--- src/rtl/dds_sweep_ctrl.sv ---
// -----------------------------------------------------------------------------
// dds_sweep_ctrl
//   Frequency-sweep sequencer for the DDS -> DAC900 output path, DAC domain.
//   Takes one sweep configuration over a valid/ready handshake, then powers
//   the DAC up, waits SETTLE_CYC cycles and steps the DDS frequency word K
//   from start to stop (inclusive) by step, holding each word dwell+1 cycles.
//   Single sweeps end with a one-cycle done pulse; repeating sweeps restart
//   at start until abort.
//
// Ports
//   clk          DAC-domain clock, rising edge
//   rst_n        asynchronous active-low reset
//   cfg_valid    configuration offered
//   cfg_ready    configuration accepted on cfg_valid & cfg_ready (IDLE only)
//   cfg_start_k  first frequency word
//   cfg_stop_k   last allowed frequency word (inclusive)
//   cfg_step_k   increment per step (0 is rejected)
//   cfg_dwell    each word held cfg_dwell+1 cycles
//   cfg_repeat   0 = single sweep, 1 = restart at start forever
//   abort        stop the sweep and power the DAC down
//   K            frequency word to the DDS
//   Ken          one-cycle strobe in the cycle K takes a new value
//   dds_en       DDS run enable
//   dac_pd       DAC900_PD, 1 = powered down
//   busy         high in every state except IDLE
//   done         one-cycle pulse at the end of a single sweep
//   cfg_err      one-cycle pulse on a rejected configuration
// All outputs are registered.
// -----------------------------------------------------------------------------
module dds_sweep_ctrl #(
    parameter int FW_W       = 32,
    parameter int DWELL_W    = 24,
    parameter int SETTLE_CYC = 16
) (
    input  logic               clk,
    input  logic               rst_n,
    input  logic               cfg_valid,
    output logic               cfg_ready,
    input  logic [FW_W-1:0]    cfg_start_k,
    input  logic [FW_W-1:0]    cfg_stop_k,
    input  logic [FW_W-1:0]    cfg_step_k,
    input  logic [DWELL_W-1:0] cfg_dwell,
    input  logic               cfg_repeat,
    input  logic               abort,
    output logic [FW_W-1:0]    K,
    output logic               Ken,
    output logic               dds_en,
    output logic               dac_pd,
    output logic               busy,
    output logic               done,
    output logic               cfg_err
);

    localparam logic [1:0] ST_IDLE   = 2'd0;
    localparam logic [1:0] ST_SETTLE = 2'd1;
    localparam logic [1:0] ST_DWELL  = 2'd2;
    localparam logic [1:0] ST_DONE   = 2'd3;

    // One counter serves both the settle wait and the dwell hold.
    localparam int SET_W = $clog2(SETTLE_CYC + 1);
    localparam int CNT_W = (DWELL_W > SET_W) ? DWELL_W : SET_W;

    logic [1:0]         state_r,   state_s;
    logic [CNT_W-1:0]   cnt_r,     cnt_s;
    logic [FW_W-1:0]    k_r,       k_s;
    logic               ken_r,     ken_s;
    logic               dds_en_r,  dds_en_s;
    logic               dac_pd_r,  dac_pd_s;
    logic               busy_r,    busy_s;
    logic               done_r,    done_s;
    logic               cfg_err_r, cfg_err_s;
    logic               ready_r,   ready_s;
    logic               latch_s;

    logic [FW_W-1:0]    start_r;
    logic [FW_W-1:0]    stop_r;
    logic [FW_W-1:0]    step_r;
    logic [DWELL_W-1:0] dwell_r;
    logic               repeat_r;

    // Next word is formed one bit wider so a carry out of FW_W counts as
    // "past stop" and K can never wrap around to a small value.
    logic [FW_W:0]      nxt_s;
    logic               over_s;
    logic               cnt_zero_s;

    assign nxt_s      = {1'b0, k_r} + {1'b0, step_r};
    assign over_s     = (nxt_s > {1'b0, stop_r});
    assign cnt_zero_s = (cnt_r == {CNT_W{1'b0}});

    // Next-state and next-output computation for the sweep sequencer.
    always_comb begin
        state_s   = state_r;
        cnt_s     = cnt_r;
        k_s       = k_r;
        ken_s     = 1'b0;
        dds_en_s  = dds_en_r;
        dac_pd_s  = dac_pd_r;
        done_s    = 1'b0;
        cfg_err_s = 1'b0;
        latch_s   = 1'b0;

        case (state_r)
            ST_IDLE: begin
                // abort is ignored here; a simultaneous config is still taken.
                if (cfg_valid) begin
                    if ((cfg_step_k == {FW_W{1'b0}}) || (cfg_start_k > cfg_stop_k)) begin
                        cfg_err_s = 1'b1;
                    end else begin
                        latch_s  = 1'b1;
                        state_s  = ST_SETTLE;
                        k_s      = cfg_start_k;
                        ken_s    = 1'b1;
                        dds_en_s = 1'b1;
                        dac_pd_s = 1'b0;
                        cnt_s    = CNT_W'(SETTLE_CYC - 1);
                    end
                end else begin
                    state_s = ST_IDLE;
                end
            end
            ST_SETTLE: begin
                if (abort) begin
                    state_s  = ST_IDLE;
                    dds_en_s = 1'b0;
                    dac_pd_s = 1'b1;
                end else if (cnt_zero_s) begin
                    state_s = ST_DWELL;
                    cnt_s   = CNT_W'(dwell_r);
                end else begin
                    cnt_s = cnt_r - CNT_W'(1);
                end
            end
            ST_DWELL: begin
                if (abort) begin
                    state_s  = ST_IDLE;
                    dds_en_s = 1'b0;
                    dac_pd_s = 1'b1;
                end else if (cnt_zero_s) begin
                    if (!over_s) begin
                        k_s   = nxt_s[FW_W-1:0];
                        ken_s = 1'b1;
                        cnt_s = CNT_W'(dwell_r);
                    end else if (repeat_r) begin
                        k_s   = start_r;
                        ken_s = 1'b1;
                        cnt_s = CNT_W'(dwell_r);
                    end else begin
                        state_s  = ST_DONE;
                        done_s   = 1'b1;
                        dds_en_s = 1'b0;
                        dac_pd_s = 1'b1;
                    end
                end else begin
                    cnt_s = cnt_r - CNT_W'(1);
                end
            end
            ST_DONE: begin
                // Abort or not, DONE always returns to IDLE without a pulse.
                state_s  = ST_IDLE;
                dds_en_s = 1'b0;
                dac_pd_s = 1'b1;
            end
            default: begin
                state_s  = ST_IDLE;
                dds_en_s = 1'b0;
                dac_pd_s = 1'b1;
            end
        endcase

        busy_s  = (state_s != ST_IDLE);
        ready_s = (state_s == ST_IDLE);
    end

    // State, counter and registered outputs.
    always_ff @(posedge clk or negedge rst_n) begin
        if (!rst_n) begin
            state_r   <= ST_IDLE;
            cnt_r     <= {CNT_W{1'b0}};
            k_r       <= {FW_W{1'b0}};
            ken_r     <= 1'b0;
            dds_en_r  <= 1'b0;
            dac_pd_r  <= 1'b1;
            busy_r    <= 1'b0;
            done_r    <= 1'b0;
            cfg_err_r <= 1'b0;
            ready_r   <= 1'b1;
        end else begin
            state_r   <= state_s;
            cnt_r     <= cnt_s;
            k_r       <= k_s;
            ken_r     <= ken_s;
            dds_en_r  <= dds_en_s;
            dac_pd_r  <= dac_pd_s;
            busy_r    <= busy_s;
            done_r    <= done_s;
            cfg_err_r <= cfg_err_s;
            ready_r   <= ready_s;
        end
    end

    // Captured sweep configuration, loaded on an accepted handshake.
    always_ff @(posedge clk or negedge rst_n) begin
        if (!rst_n) begin
            start_r  <= {FW_W{1'b0}};
            stop_r   <= {FW_W{1'b0}};
            step_r   <= {FW_W{1'b0}};
            dwell_r  <= {DWELL_W{1'b0}};
            repeat_r <= 1'b0;
        end else if (latch_s) begin
            start_r  <= cfg_start_k;
            stop_r   <= cfg_stop_k;
            step_r   <= cfg_step_k;
            dwell_r  <= cfg_dwell;
            repeat_r <= cfg_repeat;
        end
    end

    assign cfg_ready = ready_r;
    assign K         = k_r;
    assign Ken       = ken_r;
    assign dds_en    = dds_en_r;
    assign dac_pd    = dac_pd_r;
    assign busy      = busy_r;
    assign done      = done_r;
    assign cfg_err   = cfg_err_r;

endmodule

--- config.mk ---
export PLATFORM = sky130hd
export DESIGN_NAME = dds_sweep_ctrl
export DESIGN_NICKNAME = d
export VERILOG_FILES = /design/src/rtl/dds_sweep_ctrl.sv
export SDC_FILE = /design/constraint.sdc
export NUM_CORES = 1
export LEC_CHECK = 0
export CAP_MARGIN = 20
export CELL_PAD_IN_SITES_DETAIL_PLACEMENT = 1
export CELL_PAD_IN_SITES_GLOBAL_PLACEMENT = 2
export CORE_MARGIN = 2
export CORE_UTILIZATION = 38
export DETAILED_ROUTE_END_ITERATION = 6
export PLACE_DENSITY_LB_ADDON = 0.1
export REMOVE_ABC_BUFFERS = 1
export SLEW_MARGIN = 20
export SYNTH_ARGS = -nofsm -noshare
export SYNTH_HDL_FRONTEND = slang
export SYNTH_SLANG_ARGS = --single-unit
export TNS_END_PERCENT = 10
--- constraint.sdc ---
create_clock -name clk -period 15.6 [get_ports clk]
set_input_delay 1.56 -clock clk [delete_from_list [all_inputs] [get_ports clk]]
set_output_delay 1.56 -clock clk [all_outputs]
set_load 0.02 [all_outputs]
Word level (Yosys, flattened, before mapping)
Cells that the tools add are included.

Register bits: 186. Latch bits: 0. Bits in writable memories: 0. Bits in read-only memories: 0. Input bits: 125. Output and inout bits: 39. Word-level logic and storage cells: 101. Memories kept: 0.

Add/subtract/negate cells: 2. Multipliers: 0. Div/mod/pow operators: 0. $lt $le $gt $ge: 2. Equal/unequal tests: 14. Shift operators: 0. Multiplexer cells: 57. Bitwise logic cells: 0. Reduce and logical (&&, ||, !) cells: 11.

Operators by type and width (number): $mux W24 (8); $mux W32 (6); $pmux W24 S3 (1); $pmux W32 S2 (1); $add A32 B32 Y33 (1); $gt A33 B32 Y1 (1); $gt A32 B32 Y1 (1); $logic_not A32 Y1 (1); $mux W1 (29); $logic_not A24 Y1 (1); $sub A24 B1 Y24 const B (1); $reduce_and A6 Y1 (3); $mux W2 (8); $ne A2 B2 Y1 const B (6); $ne A3 B3 Y1 const B (4); $pmux W1 S4 (2); $pmux W2 S4 (1); $eq A2 B2 Y1 const B (2); $logic_not A2 Y1 (2); $ne A4 B4 Y1 const B (1); $reduce_bool A2 Y1 (2); $reduce_bool A3 Y1 (1); $eq A2 B1 Y1 const B (1); $pmux W1 S2 (1); $logic_or A1 B1 Y1 (1).

Depth between registers and ports, before layout
Depth in word-level cells: 7. Mapped depth: 23. Mapped depth without buffers: 20.

Worst setup path before layout
No wires, ideal clock.

Kind: reg2reg. From: register k_r[0], in the netlist K[0]. To: register k_r[3], in the netlist K[3]. Library setup time: 0.128 ns. Data arrival time: 5.352 ns. Data required time: 15.472 ns. Path slack: 10.121 ns. Cell stages (with the launch flop): 21. Buffers on the path: 2. Period minus slack after synthesis: 5.479 ns. Cell sequence: dfrtp_1 -> ha_1 -> fa_1 -> a211oi_1 -> o21ai_0 -> a211oi_1 -> o21ai_1 -> a2111oi_0 -> xnor2_1 -> ha_1 -> nand4_1 -> or4_4 -> o31ai_1 -> nand3_1 -> a211oi_2 -> and2_1 -> buf_2 -> buf_2 -> mux2i_1 -> a21oi_1 -> mux2_1.

Cells in the longest elaborated chain, start to end: 6. Elaborated cells between the ends (all ways): 8. Those cells by class: 1 x add/sub; 1 x order compare; 1 x eq/ne; 4 x mux; 1 x reduce/logical.

RTL lines: start: declaration (line 65) `logic [FW_W-1:0] k_r, k_s;`; start signal: assignment (line 180) `k_r <= {FW_W{1'b0}};`; start signal: assignment (line 191) `k_r <= k_s;`; $add A32 B32 Y33 (*) (line 87) `assign nxt_s = {1'b0, k_r} + {1'b0, step_r};`; $gt A33 B32 Y1 (line 88) `assign over_s = (nxt_s > {1'b0, stop_r});`; $mux W32 (line 140) `if (!over_s) begin`; $mux W32 (line 139) `end else if (cnt_zero_s) begin`; $mux W32 (line 135) `if (abort) begin`; $pmux W32 S2 (line 103) `case (state_r)`.

Every way passes the cells marked *; elsewhere a longest branch is shown, timed or not. The select of a mux whose other input is x is not followed. A chain may end at the register's enable or synchronous reset.

Final worst setup path
From: register k_r[0], in the netlist K[0]. To: register ready_r, in the netlist cfg_ready.

Cells in the longest elaborated chain, start to end: 7.

RTL lines: $add A32 B32 Y33 (line 87); $gt A33 B32 Y1 (line 88); $mux W2 (line 140); $mux W2 (line 139); $mux W2 (line 135); $pmux W2 S4 (line 103); $logic_not A2 Y1 (line 172) `ready_s = (state_s == ST_IDLE);`; named net ready_s (line 72) `logic ready_r, ready_s;`; end signal: assignment (line 198) `ready_r <= ready_s;`; end: declaration (line 72).

The timed path passes the listed nets, and every way through them passes these cells.

==> impl_metrics.csv <==
group,metric,value,unit
status,outcome,"finished, final reports clean",
worst_setup_path,worst_setup_path_end_kind,"register",
pwr,internal_power,1556,uW
synth,netlist_area,11690,um^2
clock_tree,cts_buffer_depth,2,
routing,ant_nets,0,
synth,synthTopCellsByArea,"dfrtp_1 (39%), mux2_2 (11%), ha_1 (11%), o21ai_0 (4.5%), a21oi_1 (3.6%)",
synth,synth_warnings,0,
clock_tree,cts_buffers,17,
floorplan,core,30430,um^2
sta,skew,0.01454,ns
pwr,powerDensity,203.0,nW/um^2
floorplan,num_rows,64,
routing,drt_iter0_markers,423,
sta,tns,0,ns
synth,synth_top_area_share,39.39,%
worst_setup_path,required,16.00,ns
global_routing,grt_max_degree,80,
routing,drc,0,
run,cap_violations,0,
cells_and_area,area_growth_syn_to_layout,21.81,%
sta,rsz0062_at_grt,"no",
global_routing,track_usage,22.88,%
synth,ys_seq_area_share,39.84,%
global_routing,grt_pass1_wl,56370,um
synth,synth_edf_count,0,
synth,synth_cell_types,73,
floorplan,initial_utilization,38.42,%
pwr,seq_power_share,25.4,%
synth,synthFlopType,"dfrtp_1",
pwr,peakVddDrop,0.0001833,V
clock_tree,cts_tree,"done",
sta,min_period,6.726,ns
synth,synthArstFlopShare,100.0,%
sta,finalCritPeriodShare,43.11,%
clock_tree,clock_sinks,186,
place,io_buffers,163,
clock_tree,clk_pin_slew_worst_paths,0.07,ns
cells_and_area,layout.nets,1590,
pwr,p_sw_share,46.17,%
clock_tree,htree_levels,4,
floorplan,die_area,32180,um^2
global_routing,antenna_found_initial,0,
routing,wl_per_cell,20.00,um
synth,ys_ff_latch,186,
synth,post-synth-top-area-cell,"dfrtp_1",
routing,routed-via-count,9720,
worst_hold_path,hold_class,"register to register",
place,gp_congestion,0.8193,
floorplan,die_x,179.4,um
place,dp_hpwl,26360,um
global_routing,overflow,0,
worst_setup_path,critPathKind,"register to register",
clock_tree,post_cts_resized,0,
clock_tree,cts_root_buf,"clkbuf_16",
cells_and_area,n_antenna_cell,0,
clock_tree,cts_hold_buffers,0,
synth,syn_avg_cell_area,9.520,um^2
synth,synthCells,1228,
global_routing,grt_pass1_vias,10206,
routing,dr.pass1.iters,4,
pwr,clockPowerShare,15.4,%
pwr,p_leak,0.006273,uW
sta,tightest_slew,0.9174,ns
sta,relSlewSlack,37.26,%
clock_tree,postCtsSetupBuffers,0,
sta,fmaxAchievable,148.7,MHz
worst_setup_path,worstSetupStartpointType,"register",
pwr,switching_power,1335,uW
floorplan,pin_count,164,
clock_tree,clk_latency,0.45,ns
routing,wirelength,35460,um
worst_setup_path,critPathMaxFanout,34,
floorplan,die_y,179.4,um
sta,hold_ws,0.4790,ns
cells_and_area,drive_above_1_share,12.85,%
sta,drv_slew,0,
worst_setup_path,arrival,7.12,ns
pwr,power_frac_comb,59.1,%
sta,final-hold-violation-count,0,
sta,setup_viol,0,
routing,viasPerCell,5.482,
[worst max-delay path, stage by stage (launching register included)]
cell and delay [ns]:
dfrtp_1 0.40, ha_1 0.26, fa_1 0.44, a211oi_1 0.21, o21ai_0 0.23, a211oi_1 0.39, o21ai_1 0.12, buf_4 0.19
a2111oi_0 0.79, xnor2_1 0.14, ha_1 0.34, nand4_1 0.16, or4_4 0.53, o31ai_1 0.27, nand3_1 0.12, a211oi_2 0.36
and2_1 0.23, buf_4 0.48, nor2_1 0.12, o311ai_0 0.58, o221a_2 0.29
[sequential cells by signal (all words and copies together) (netlist names)]
signal,cells
K,32
repeat_r,1
cnt_r,24
state_r,2
dwell_r,24
start_r,32
stop_r,32
Ken,1
cfg_err,1
step_r,32
cfg_ready,1
dac_pd,1
done,1
busy,1
dds_en,1
[cell usage after synthesis (4+ instances only)]
master,number
a211oi_1,12
a21o_1,19
a21oi_1,85
a221oi_1,4
a31oi_1,18
and2_1,4
and3_1,8
buf_2,11
clkbuf_1,37
dfrtp_1,184
ha_1,100
inv_1,90
mux2_2,112
mux2i_1,13
nand2_1,107
nand3_1,8
nand4_1,22
nor2_1,88
nor2b_1,5
nor3_1,24
nor4_1,15
o211ai_1,5
o21a_1,8
o21ai_0,106
o21bai_1,4
o22a_1,5
o22ai_1,6
o31ai_1,11
o41ai_1,4
or2_2,6
or3_1,6
or4_1,5
xnor2_1,17
xor2_1,13
[layout make-up]
type                       count  area (um^2)
fill                        3464        16190
multi-input combinational    897         6464
sequential                   186         4657
timing repair buffer         171         1699
tap                          396        495.5
clock buffer                  19        442.9
inverter                      91        341.6
clock inverter                13        140.1
[per-stage QoR]
stage          util (%)  total power, uW  instance area [um^2]  setup slack [ns]  cells
6_report          46.80             2891                 14240             8.874   1773
5_1_grt           46.80             3146                 14240             8.346   1773
3_5_place_dp      44.84             2450                 13640             8.881   1741
4_1_cts           46.76             2915                 14230             8.807   1773
3_3_place_gp      44.84             2413                 13640             8.940   1741
2_1_floorplan         -             1869                 11440             2.022   1174
[layout by cell type (no fill, tap or decap), types with 6 or more instances in the layout]
master	n
clkbuf_16	17
nor2_1	88
nor3_1	24
nand2_1	107
nand4_1	22
mux2_2	112
a21oi_1	85
a211oi_1	12
o21ai_0	105
xnor2_1	17
a21o_1	19
o21a_1	8
xor2_1	13
clkdlybuf4s50_1	162
nand3_1	8
nor4_1	15
dfrtp_1	184
inv_1	90
or3_1	6
a31oi_1	18
ha_1	99
and3_1	8
o31ai_1	11
or2_2	6
o22ai_1	6
buf_4	7
mux2i_1	13
[logic make-up (layout without fill, tap and decap cells)]
family	Yosys count	count (layout)	synth area share, %
compound gates	324	324	17.13
xor+xnor	30	30	2.248
fa+ha+maj	101	101	10.87
buf+inv	145	294	5.062
flops	186	186	39.84
mux	128	128	12.19
simple gates	314	314	12.66
[routing by layer]
layer  vias up  wire, um  track usage [%]
met5         -         0                0
met4         0       704            6.351
met3        31      1360            4.051
met2       161     16750            38.12
met1      4843     16640            30.61
li1       4685         -                -
[final timing paths]
kind,start,end,slack (ns),cells past startpoint
setup / recovery,K[0],cfg_ready,8.87,20
setup reg to reg,K[0],cfg_ready,8.87,20
hold / removal,stop_r[31],stop_r[31],0.48,2
max in group asynchronous,rst_n,K[26],13.41,2
hold reg to reg,stop_r[31],stop_r[31],0.48,2
min in group asynchronous,rst_n,stop_r[10],1.05,1
[power groups by stage]
stage / Sequential [uW] / Combinational [uW] / Clock (uW)
3_3_place_gp: 740 / 1670 / 0
5_1_grt: 755 / 1910 / 478
3_5_place_dp: 745 / 1710 / 0
4_1_cts: 737 / 1720 / 460
2_1_floorplan: 749 / 1120 / 0
6_report: 735 / 1710 / 447
Note: power is estimated with default switching activity, not from simulation.
